===== src/rtl/bound_act_pipe_if.sv =====
// bound_act_pipe_if
//   Streaming bus for bound_act_pipe. It carries the input beat (data and
//   per-beat config) with its valid/ready pair, and the output beat with its
//   valid/ready pair.
//
//   Signals (the names use the block's point of view):
//     i_valid, o_ready       input-side handshake
//     i_acc_bias  CH*AB_BW   packed signed inputs, channel k at [k*AB_BW +: AB_BW]
//     i_shift     SH_BW      rounding right-shift amount
//     i_mode      2          activation select
//     i_clip      D_BW-1     clip ceiling for clipped ReLU
//     o_valid, i_ready       output-side handshake
//     o_act_data  CH*D_BW    packed signed outputs, channel k at [k*D_BW +: D_BW]
//
//   Modports:
//     master  the environment (upstream producer plus downstream consumer)
//     slave   bound_act_pipe
interface bound_act_pipe_if #(
    parameter int CH    = 3,
    parameter int D_BW  = 8,
    parameter int AB_BW = 21,
    parameter int SH_BW = 4
);
    logic                  i_valid;
    logic                  o_ready;
    logic [CH*AB_BW-1:0]   i_acc_bias;
    logic [SH_BW-1:0]      i_shift;
    logic [1:0]            i_mode;
    logic [D_BW-2:0]       i_clip;
    logic                  o_valid;
    logic                  i_ready;
    logic [CH*D_BW-1:0]    o_act_data;

    modport master (
        output i_valid, i_acc_bias, i_shift, i_mode, i_clip, i_ready,
        input  o_ready, o_valid, o_act_data
    );

    modport slave (
        input  i_valid, i_acc_bias, i_shift, i_mode, i_clip, i_ready,
        output o_ready, o_valid, o_act_data
    );
endinterface


===== src/rtl/bound_act_pipe.sv =====
// bound_act_pipe
//   Two-stage pipeline between the accumulator/bias stage and the activation
//   buffer. For each channel the block does the following:
//     S1: rounding arithmetic right-shift (round half up), then saturation to
//         D_BW signed, with a per-channel flag that records a clamp.
//     S2: activation. 00 is linear, 01 and 11 are ReLU, 10 is ReLU clipped
//         at i_clip.
//   The config (i_shift, i_mode, i_clip) is sampled with each accepted beat
//   and travels down the pipe with it. Both sides have full valid/ready
//   backpressure.
//
//   Ports:
//     clk, rst_n    clock and asynchronous active-low reset
//     bus           bound_act_pipe_if.slave, which carries the data path and
//                   both handshakes
//     i_cnt_clr     synchronous clear of both statistics counters. It has
//                   priority over a same-cycle increment.
//     o_sat_cnt     saturating count of channel results clamped in S1
//     o_zero_cnt    saturating count of channel outputs equal to zero
module bound_act_pipe #(
    parameter int CH     = 3,
    parameter int D_BW   = 8,
    parameter int AB_BW  = 21,
    parameter int SH_BW  = 4,
    parameter int CNT_BW = 16
) (
    input  logic              clk,
    input  logic              rst_n,
    bound_act_pipe_if.slave   bus,
    input  logic              i_cnt_clr,
    output logic [CNT_BW-1:0] o_sat_cnt,
    output logic [CNT_BW-1:0] o_zero_cnt
);
    // One guard bit above AB_BW holds x + 2^(sh-1) without overflow.
    localparam int W     = AB_BW + 1;
    localparam int INC_W = $clog2(CH + 1);

    localparam logic signed [W-1:0] SAT_MAX = W'((2 ** (D_BW - 1)) - 1);
    localparam logic signed [W-1:0] SAT_MIN = W'(-(2 ** (D_BW - 1)));

    // ------------------------------------------------------------------
    // Handshake / stall control
    // ------------------------------------------------------------------
    logic s1_valid;
    logic s2_valid;
    logic adv1;
    logic adv2;
    logic s2_load;

    assign adv2        = ~s2_valid | bus.i_ready;
    assign adv1        = ~s1_valid | adv2;
    assign s2_load     = adv2 & s1_valid;
    assign bus.o_ready = adv1;
    assign bus.o_valid = s2_valid;

    // ------------------------------------------------------------------
    // S1 combinational: round, shift, saturate
    // ------------------------------------------------------------------
    logic [CH*D_BW-1:0] s1_data_nxt;
    logic [CH-1:0]      s1_sat_nxt;

    for (genvar k = 0; k < CH; k++) begin : g_s1
        logic signed [W-1:0] x;
        logic signed [W-1:0] rnd;
        logic signed [W-1:0] r;
        logic                sat_hi;
        logic                sat_lo;

        assign x   = {bus.i_acc_bias[k*AB_BW + AB_BW - 1],
                      bus.i_acc_bias[k*AB_BW +: AB_BW]};
        // With a shift of zero the rounding term is zero, and >>> 0 then
        // passes x through unchanged.
        assign rnd = (bus.i_shift == '0) ? '0
                                         : (W'(1) << (bus.i_shift - 1'b1));
        assign r   = (x + rnd) >>> bus.i_shift;

        assign sat_hi = (r > SAT_MAX);
        assign sat_lo = (r < SAT_MIN);

        assign s1_data_nxt[k*D_BW +: D_BW] = sat_hi ? SAT_MAX[D_BW-1:0] :
                                             sat_lo ? SAT_MIN[D_BW-1:0] :
                                                      r[D_BW-1:0];
        assign s1_sat_nxt[k] = sat_hi | sat_lo;
    end

    // ------------------------------------------------------------------
    // S1 registers
    // ------------------------------------------------------------------
    logic [CH*D_BW-1:0] s1_data;
    logic [CH-1:0]      s1_sat;
    logic [1:0]         s1_mode;
    logic [D_BW-2:0]    s1_clip;

    always_ff @(posedge clk or negedge rst_n) begin
        if (!rst_n) begin
            s1_valid <= 1'b0;
            s1_data  <= '0;
            s1_sat   <= '0;
            s1_mode  <= '0;
            s1_clip  <= '0;
        end else if (adv1) begin
            s1_valid <= bus.i_valid;
            if (bus.i_valid) begin
                s1_data <= s1_data_nxt;
                s1_sat  <= s1_sat_nxt;
                s1_mode <= bus.i_mode;
                s1_clip <= bus.i_clip;
            end
        end
    end

    // ------------------------------------------------------------------
    // S2 combinational: activation
    // ------------------------------------------------------------------
    logic [CH*D_BW-1:0] act_nxt;
    logic [CH-1:0]      act_zero;

    for (genvar k = 0; k < CH; k++) begin : g_s2
        logic [D_BW-1:0] v;
        logic            neg;
        logic            above;
        logic [D_BW-1:0] a;

        assign v     = s1_data[k*D_BW +: D_BW];
        assign neg   = v[D_BW-1];
        // The clip ceiling is unsigned, so compare only the magnitude bits
        // of a value that is not negative.
        assign above = ~neg & (v[D_BW-2:0] > s1_clip);

        always_comb begin
            a = v;
            unique case (s1_mode)
                2'b00:   a = v;
                2'b10:   a = neg   ? '0 :
                             above ? {1'b0, s1_clip} : v;
                default: a = neg   ? '0 : v;
            endcase
        end

        assign act_nxt[k*D_BW +: D_BW] = a;
        assign act_zero[k]             = (a == '0);
    end

    // ------------------------------------------------------------------
    // S2 registers
    // ------------------------------------------------------------------
    logic [CH*D_BW-1:0] act_q;

    always_ff @(posedge clk or negedge rst_n) begin
        if (!rst_n) begin
            s2_valid <= 1'b0;
            act_q    <= '0;
        end else if (adv2) begin
            s2_valid <= s1_valid;
            if (s1_valid) begin
                act_q <= act_nxt;
            end
        end
    end

    assign bus.o_act_data = act_q;

    // ------------------------------------------------------------------
    // Statistics counters. They step only on an S2 load, so a beat held in
    // S2 by backpressure is counted once.
    // ------------------------------------------------------------------
    logic [INC_W-1:0]  sat_inc;
    logic [INC_W-1:0]  zero_inc;
    logic [CNT_BW:0]   sat_sum;
    logic [CNT_BW:0]   zero_sum;

    always_comb begin
        sat_inc  = '0;
        zero_inc = '0;
        for (int k = 0; k < CH; k++) begin
            sat_inc  = sat_inc  + INC_W'(s1_sat[k]);
            zero_inc = zero_inc + INC_W'(act_zero[k]);
        end
    end

    // The carry out of the sum acts as the overflow detector. This holds as
    // long as CH <= 2^CNT_BW.
    assign sat_sum  = {1'b0, o_sat_cnt}  + (CNT_BW+1)'(sat_inc);
    assign zero_sum = {1'b0, o_zero_cnt} + (CNT_BW+1)'(zero_inc);

    always_ff @(posedge clk or negedge rst_n) begin
        if (!rst_n) begin
            o_sat_cnt  <= '0;
            o_zero_cnt <= '0;
        end else if (i_cnt_clr) begin
            o_sat_cnt  <= '0;
            o_zero_cnt <= '0;
        end else if (s2_load) begin
            o_sat_cnt  <= sat_sum[CNT_BW]  ? '1 : sat_sum[CNT_BW-1:0];
            o_zero_cnt <= zero_sum[CNT_BW] ? '1 : zero_sum[CNT_BW-1:0];
        end
    end
endmodule


===== src/flat_wrapper.sv =====
// flat-port wrapper written by rule: the top's interface ports become plain ports
module bound_act_pipe_flat 
#(
    parameter int CH     = 3,
    parameter int D_BW   = 8,
    parameter int AB_BW  = 21,
    parameter int SH_BW  = 4,
    parameter int CNT_BW = 16
)
  (clk, rst_n, i_cnt_clr, o_sat_cnt, o_zero_cnt, bus_i_valid, bus_i_acc_bias, bus_i_shift, bus_i_mode, bus_i_clip, bus_i_ready, bus_o_ready, bus_o_valid, bus_o_act_data);
  bound_act_pipe_if #(.CH(CH), .D_BW(D_BW), .AB_BW(AB_BW), .SH_BW(SH_BW)) bus_i ();
  input  logic clk;
  input  logic rst_n;
  input  logic i_cnt_clr;
  output logic [CNT_BW-1:0] o_sat_cnt;
  output logic [CNT_BW-1:0] o_zero_cnt;
  input wire logic [$bits(bus_i.i_valid)-1:0] bus_i_valid;
  input wire logic [$bits(bus_i.i_acc_bias)-1:0] bus_i_acc_bias;
  input wire logic [$bits(bus_i.i_shift)-1:0] bus_i_shift;
  input wire logic [$bits(bus_i.i_mode)-1:0] bus_i_mode;
  input wire logic [$bits(bus_i.i_clip)-1:0] bus_i_clip;
  input wire logic [$bits(bus_i.i_ready)-1:0] bus_i_ready;
  output wire logic [$bits(bus_i.o_ready)-1:0] bus_o_ready;
  output wire logic [$bits(bus_i.o_valid)-1:0] bus_o_valid;
  output wire logic [$bits(bus_i.o_act_data)-1:0] bus_o_act_data;
  assign bus_i.i_valid = bus_i_valid;
  assign bus_i.i_acc_bias = bus_i_acc_bias;
  assign bus_i.i_shift = bus_i_shift;
  assign bus_i.i_mode = bus_i_mode;
  assign bus_i.i_clip = bus_i_clip;
  assign bus_i.i_ready = bus_i_ready;
  assign bus_o_ready = bus_i.o_ready;
  assign bus_o_valid = bus_i.o_valid;
  assign bus_o_act_data = bus_i.o_act_data;
  bound_act_pipe #(.CH(CH), .D_BW(D_BW), .AB_BW(AB_BW), .SH_BW(SH_BW), .CNT_BW(CNT_BW)) u_core (.clk(clk), .rst_n(rst_n), .bus(bus_i), .i_cnt_clr(i_cnt_clr), .o_sat_cnt(o_sat_cnt), .o_zero_cnt(o_zero_cnt));
endmodule

===== config.mk =====
export PLATFORM = sky130hd
export DESIGN_NAME = bound_act_pipe_flat
export DESIGN_NICKNAME = d
export VERILOG_FILES = /design/src/rtl/bound_act_pipe_if.sv /design/src/rtl/bound_act_pipe.sv /design/src/flat_wrapper.sv
export SDC_FILE = /design/constraint.sdc
export NUM_CORES = 1
export LEC_CHECK = 0
export ABC_AREA = 1
export BUFFER_PORTS_ARGS = -buffer_cell sky130_fd_sc_hd__buf_2
export CAP_MARGIN = 40
export CORE_MARGIN = 1.5
export CORE_UTILIZATION = 33
export DETAILED_ROUTE_END_ITERATION = 7
export GPL_ROUTABILITY_DRIVEN = 1
export PLACE_DENSITY_LB_ADDON = 0.3
export REMOVE_ABC_BUFFERS = 1
export SLEW_MARGIN = 20
export SYNTH_ARGS = -nofsm -noshare
export SYNTH_HDL_FRONTEND = slang
export SYNTH_SLANG_ARGS = --single-unit

===== constraint.sdc =====
create_clock -name clk -period 4.1 [get_ports clk]
set_clock_uncertainty 0.05 [all_clocks]
set_input_delay 0.82 -clock clk [delete_from_list [all_inputs] [get_ports clk]]
set_output_delay 0.82 -clock clk [all_outputs]
set_load 0.1 [all_outputs]

== After elaboration in Yosys (flattened, before gate mapping) ==
Cells that the tools add are included.

* Reduce and logical (&&, ||, !) cells: 8
* Muxes and demuxes: 25
* Eq/ne operators: 1
* Shifts and indexed selects: 4
* $lt $le $gt $ge: 9
* Add/subtract/negate cells: 10
* Bitwise logic cells: 14

{| class="wikitable"
|+ Operators with widths
! kind !! number
|-
| 16-bit two-way mux || 6
|-
| 8-bit two-way mux || 9
|-
| 21-bit by 22-bit adder with 22-bit output || 3
|-
| 22-bit by 8-bit > comparator with 1-bit output (second input constant) || 3
|-
| 22-bit by 8-bit less-than comparator with 1-bit output (second input constant) || 3
|-
| 22-bit by 4-bit >>> shifter with 22-bit output || 3
|-
| 8-bit case mux with 2 select lines || 3
|-
| 7-bit two-way mux || 6
|-
| 16-bit by 2-bit adder with 17-bit output || 2
|-
| 8-bit zero test || 3
|-
| 22-bit two-way mux || 1
|-
| 1-bit by 4-bit left shift with 22-bit output (first input constant) || 1
|-
| 7-bit > comparator || 3
|-
| 1-bit NOT || 5
|-
| 1-bit bitwise OR || 5
|-
| 1-bit by 1-bit adder with 2-bit output || 2
|-
| 2-bit by 1-bit adder with 2-bit output || 2
|-
| 1-bit AND || 4
|-
| 4-bit zero test || 1
|-
| 2-bit AND reduction || 2
|-
| 4-bit by 1-bit subtractor with 4-bit output (second input constant) || 1
|-
| 2-bit equality test (second input constant) || 1
|-
| 2-bit zero test || 1
|-
| 2-bit nonzero test || 1
|}

* Bits in registers: 94
* Output and inout port bits: 58

== Longest topological paths before layout ==
* Depth after elaboration: 12
* Depth in mapped cells: 32

== Least setup slack after synthesis ==
OpenSTA, ideal clock, no wires.

* Path kind: in2reg
* Start point: input port bus_i_shift[3]
* End point: register u_core.s1_data[16]
* Path buffers: 5
* Stages: 28
* Library setup time: 0.131 ns
* Path slack: -0.534 ns
* Arrival: 4.453 ns
* Cells stage by stage: buf_6 -> buf_6 -> buf_2 -> buf_1 -> buf_1 -> nor3_1 -> ha_1 -> a21o_1 -> nand2_1 -> nand2_1 -> nand2_1 -> nand2_1 -> nand2_1 -> nand2_2 -> nand2_1 -> nand2_1 -> nand2_1 -> nand3_1 -> nand3_1 -> nand3_1 -> nand2_1 -> nor2_1 -> nor2_1 -> nand2_1 -> nor2_1 -> nand2_1 -> a21oi_4 -> a21oi_1

* Longest elaborated chain between the ends: 8
* Elaborated cells between the ends (all ways): 10
* Classes of those cells: add/sub (2); order compare (2); shift (2); mux (3); reduce/logical (1)

{| class="wikitable"
|+ RTL lines
! element !! line !! text
|-
| from (decl) || flat_wrapper.sv:19 || <nowiki>input wire logic [$bits(bus_i.i_shift)-1:0] bus_i_shift;</nowiki>
|-
| 4-bit by 1-bit subtractor with 4-bit output || bound_act_pipe.sv:74 || <nowiki>: (W'(1) << (bus.i_shift - 1'b1));</nowiki>
|-
| 1-bit by 4-bit left shift with 22-bit output || bound_act_pipe.sv:74 ||
|-
| 22-bit two-way mux || bound_act_pipe.sv:73 || <nowiki>assign rnd = (bus.i_shift == '0) ? '0</nowiki>
|-
| 21-bit by 22-bit adder with 22-bit output || bound_act_pipe.sv:75 || <nowiki>assign r = (x + rnd) >>> bus.i_shift;</nowiki>
|-
| 22-bit by 4-bit >>> shifter with 22-bit output (*) || bound_act_pipe.sv:75 ||
|-
| 22-bit by 8-bit less-than comparator with 1-bit output || bound_act_pipe.sv:78 || <nowiki>assign sat_lo = (r < SAT_MIN);</nowiki>
|-
| 8-bit two-way mux || bound_act_pipe.sv:81 || <nowiki>sat_lo ? SAT_MIN[D_BW-1:0] :</nowiki>
|-
| 8-bit two-way mux (*) || bound_act_pipe.sv:80 || <nowiki>assign s1_data_nxt[k*D_BW +: D_BW] = sat_hi ? SAT_MAX[D_BW-1:0] :</nowiki>
|-
| to (signal assigned) || bound_act_pipe.sv:104 || <nowiki>s1_data <= s1_data_nxt;</nowiki>
|-
| to (decl) || bound_act_pipe.sv:89 || <nowiki>logic [CH*D_BW-1:0] s1_data;</nowiki>
|}

Every way passes the cells marked *; elsewhere a longest branch is shown, timed or not.
A chain may end at the register's enable or synchronous reset.

== Final worst setup path ==
* Start point: register u_core.s1_clip[2]
* End point: register u_core.o_zero_cnt[15]

* Longest elaborated chain between the ends: 12
* Elaborated cells between the ends (all ways): 24
* Classes of those cells: add/sub (3); order compare (3); mux (12); bitwise (3); reduce/logical (3)

{| class="wikitable"
|+ RTL lines
! element !! line !! text
|-
| from (decl) || bound_act_pipe.sv:92 || <nowiki>logic [D_BW-2:0] s1_clip;</nowiki>
|-
| from (signal assigned) || bound_act_pipe.sv:107 || <nowiki>s1_clip <= bus.i_clip;</nowiki>
|-
| 7-bit > comparator || bound_act_pipe.sv:128 || <nowiki>assign above = ~neg & (v[D_BW-2:0] > s1_clip);</nowiki>
|-
| 1-bit AND || bound_act_pipe.sv:128 ||
|-
| 7-bit two-way mux || bound_act_pipe.sv:135 || <nowiki>above ? {1'b0, s1_clip} : v;</nowiki>
|-
| 8-bit two-way mux || bound_act_pipe.sv:134 || <nowiki>2'b10: a = neg ? '0 :</nowiki>
|-
| 8-bit case mux with 2 select lines || bound_act_pipe.sv:132 || <nowiki>unique case (s1_mode)</nowiki>
|-
| 8-bit zero test || bound_act_pipe.sv:141 || <nowiki>assign act_zero[k] = (a == '0);</nowiki>
|-
| 1-bit by 1-bit adder with 2-bit output || bound_act_pipe.sv:177 || <nowiki>zero_inc = zero_inc + INC_W'(act_zero[k]);</nowiki>
|-
| 2-bit by 1-bit adder with 2-bit output (*) || bound_act_pipe.sv:177 ||
|-
| 16-bit by 2-bit adder with 17-bit output (*) || bound_act_pipe.sv:184 || <nowiki>assign zero_sum = {1'b0, o_zero_cnt} + (CNT_BW+1)'(zero_inc);</nowiki>
|-
| 16-bit two-way mux (*) || bound_act_pipe.sv:195 || <nowiki>o_zero_cnt <= zero_sum[CNT_BW] ? '1 : zero_sum[CNT_BW-1:0];</nowiki>
|-
| 16-bit two-way mux (*) || bound_act_pipe.sv:193 || <nowiki>end else if (s2_load) begin</nowiki>
|-
| 16-bit two-way mux (*) || bound_act_pipe.sv:190 || <nowiki>end else if (i_cnt_clr) begin</nowiki>
|-
| to (signal assigned) || bound_act_pipe.sv:195 ||
|-
| to (decl) || bound_act_pipe.sv:32 || <nowiki>output logic [CNT_BW-1:0] o_zero_cnt</nowiki>
|}

Every way passes the cells marked *; elsewhere a longest branch is shown, timed or not. The select of a mux whose other input is x is not followed.

==> flow_summary_export.csv <==
group,metric,value,unit
timing,max_freq,0.225,GHz
worst_hold_path,min_path_type,"input port to asynchronous set/reset pin",
pwr,p_leak,9.88,nW
routing,drtPass1Iterations,7,
floorplanning,ios,139,
logic_synthesis,ys_seq_area_share,18.0,%
timing,hold_violations,0,
cells_and_area,final_area,19100,sq um
grt,grt_pass1_wl,79.6,mm
critical_path,worstPathArrival,4.61,ns
timing,finalCritPeriodShare,109,%
logic_synthesis,ys_warn_count,0,
placed_design,portBuffers,138,
timing,hold_ws,0.366,ns
grt,grt_max_degree,68,
cts,clock_path_buffers,2,
job,max_cap_violations,0,
logic_synthesis,netlist_instances,2277,
logic_synthesis,synth_fa_ha_area_share,6.61,%
cts,cts_root_buf,"clkbuf_16",
cts,worstSkewPairLatency,0.35,ns
pwr,total_power,5.35,mW
logic_synthesis,synth_simple_gate_area_share,49.6,%
critical_path,cpPeakStageDelay,0.58,ns
timing,setup_viol,16,
grt,grt_pass1_vias,15800,
timing,drv_slew,0,
cts,numClockSinks,94,
critical_path,crit_top_cell,"o21ai_1",
critical_path,end_kind,"flip-flop",
floorplanning,dieArea,40900,sq um
logic_synthesis,synth_top_family_by_area,"simple AND/OR/NAND/NOR gates",
cells_and_area,fin_cells,3285,
routing,vias_per_cell,5.17,
placed_design,dp_cells,3224,
logic_synthesis,synth_seq_cells,94,
cts,cts_made_buffers,9,
grt,antenna_found_initial,0,
critical_path,critPathKind,"flip-flop to flip-flop",
critical_path,regToRegStartpoint,"u_core.s1_clip[2]$_DFFE_PN0P_",
routing,drtIter0Drc,1184,
floorplanning,die_w,202,um
logic_synthesis,ys.flop_type,"dfrtp_1",
cells_and_area,area_growth,45.6,%
floorplanning,start_util,33.6,%
cells_and_area,diodes,0,
cts,htree_levels,3,
pwr,p_per_area,281,nW/um^2
status,violations,"negative setup slack",
cells_and_area,fillCellCount,4061,
critical_path,crit_fanout,5,
placed_design,place_area,16900,sq um
critical_path,worstPathRequired,4.26,ns
cells_and_area,drive_above_1_share,34.4,%
floorplanning,die_h,202,um
logic_synthesis,synth_xor_xnor_area_share,2.01,%
timing,worst_slew_pin_slew,0.838,ns
routing,via_count,17000,
status,status,"complete, but fails checks",
logic_synthesis,synth_edf_count,0,
floorplanning,core-area,38900,sq um
logic_synthesis,synthArstFlopShare,100,%
cts,tritoncts,"built",
routing,ant_nets,0,
cells_and_area,finalNetCount,2909,
routing,wire_per_inst,15.3,um
cts,path_clk_slew,0.07,ns
placed_design,dp_slack,-1.05,ns
logic_synthesis,synthMuxAreaShare,0.153,%
grt,grt.total_usage,23.6,%
routing,drcViolationCount,0,
logic_synthesis,synth-compound-area-share,14.3,%
logic_synthesis,netlist_area,13100,sq um
routing,wl,50.3,mm
floorplanning,rows,72,
critical_path,startpoint,"u_core.s1_clip[2]$_DFFE_PN0P_",
timing,rsz0062_at_grt,"true",
logic_synthesis,ys_types,60,
grt,gr-total-overflow,0,
timing,worst_slack,-0.351,ns
placed_design,gp_congestion,0.958,
critical_path,cp_slowest_cell,"fa_2",
placed_design,place_hpwl,39.5,mm
logic_synthesis,synth_area_per_cell,5.75,sq um
timing,finalCriticalPeriod,4.45,ns
critical_path,start_kind,"flip-flop",
timing,slew_headroom,44.1,%
cells_and_area,final_core_utilization,49.0,%
pwr,vdd_drop_max,0.000299,V
timing,tns,-4.17,ns
-- placed cells by master (no fill, tap or decap), drive strengths merged, types with 5 or more instances in the layout --
cell	instances
inv	221
nand4	35
clkbuf	13
nor2	214
ha	58
o22ai	9
nand2	746
nor3	32
dfrtp	94
a21oi	115
o221ai	5
o211ai	8
o21ai	162
buf	550
nor4	8
a31oi	9
xor2	26
fa	7
o21bai	5
nand3	405
-- final cells by class --
| type | instances | area, sq um | share of cell area (%) |
|---|---|---|---|
| Clock inverter | 3 | 67.6 | 0.354 |
| Timing Repair inverter | 1 | 7.51 | 0.0394 |
| Timing Repair Buffer | 551 | 3970 | 20.8 |
| Sequential cell | 94 | 2350 | 12.3 |
| Tap cell | 518 | 648 | 3.40 |
| Inverter | 223 | 860 | 4.51 |
| Multi-Input combinational cell | 1883 | 10900 | 57.2 |
| Clock buffer | 12 | 256 | 1.35 |
-- where the power goes --
| part | leakage [nW] | switching (mW) | internal (mW) |
|---|---|---|---|
| Combinational | 8.55 | 2.15 | 1.10 |
| Sequential | 1.17 | 0.107 | 1.08 |
| Clock | 0.155 | 0.353 | 0.565 |
-- registers in the layout, summed over array words and instances, names as in the netlist --
name and flops:
u_core.s1_mode 2, u_core.o_zero_cnt 16, u_core.s1_data 24, u_core.s1_valid 1, u_core.s1_clip 7, u_core.bus.o_act_data 24, u_core.bus.o_valid 1, u_core.o_sat_cnt 16
u_core.s1_sat 3
-- final timing paths --
kind	end	slack, ns	depth (start not counted)
worst max-delay path	u_core.o_zero_cnt[15]$_DFFE_PN0P_	-0.35	30
worst min-delay path	u_core.o_zero_cnt[9]$_DFFE_PN0P_	0.37	1
worst max register to register	u_core.o_zero_cnt[15]$_DFFE_PN0P_	-0.35	30
worst min register to register	u_core.bus.o_act_data[11]$_DFFE_PN0P_	0.43	2
max in group asynchronous	u_core.s1_data[18]$_DFFE_PN0P_	2.77	2
min in group clk	u_core.bus.o_act_data[11]$_DFFE_PN0P_	0.43	2
-- cell families after synthesis --
kind of cell,count (synthesis)
and+or+nand+nor,1449
adders and majority gates,65
xor gates and xnor gates,30
AOI/OAI and AO/OA,333
buffers and inverters,303
other,1
muxes,2
DFF,94
-- synth_stat cells (4+ instances only) --
master | count | area, sq um
nand2_1 | 720 | 2700
nand3_1 | 385 | 1930
inv_1 | 207 | 777
nor2_1 | 202 | 758
o21ai_0 | 150 | 751
a21oi_1 | 108 | 541
dfrtp_1 | 94 | 2350
ha_1 | 58 | 726
clkbuf_1 | 32 | 120
buf_1 | 30 | 113
nor3_1 | 29 | 145
nand4_1 | 27 | 169
xor2_1 | 26 | 228
nand2_2 | 22 | 138
nand3_2 | 19 | 190
buf_2 | 11 | 55.1
o21ai_1 | 11 | 55.1
inv_2 | 10 | 37.5
a31oi_1 | 9 | 56.3
o22ai_1 | 9 | 56.3
nor4_1 | 8 | 50.1
o211ai_1 | 8 | 60.1
fa_1 | 7 | 140
nor2_2 | 7 | 43.8
buf_6 | 6 | 67.6
o221ai_1 | 5 | 43.8
a21oi_4 | 4 | 65.1
nand2_4 | 4 | 45.0
nand4_2 | 4 | 50.1
nand4_4 | 4 | 85.1
nor2_8 | 4 | 80.1
o2111ai_1 | 4 | 35.0
o21bai_1 | 4 | 30.0
xnor2_1 | 4 | 35.0
-- critical path, delay by kind of cell, from the launching register on --
family	cells	cell delay, ns
simple gates	13	1.39
xor+xnor	1	0.07
flops	1	0.40
fa+ha+maj	3	0.95
buf+inv	5	0.51
compound gates	8	0.94
-- repair_timing --
action	in CTS	in global routing
buffers inserted	25	21
gates resized for setup	91	303
pin swaps	16	96
cloned	2	0
hold buffers	0	0
setup endpoints to repair	40	40
-- layer usage --
layer | GRT usage, % | vias up | part of all wire (%)
met5 | 0 | - | 0
met4 | 6.64 | 0 | 2.7
met3 | 2.40 | 80 | 5.0
met2 | 38.8 | 490 | 46
met1 | 32.7 | 7857 | 46
li1 | - | 8559 | -
Power figures use the tool's default switching activity.
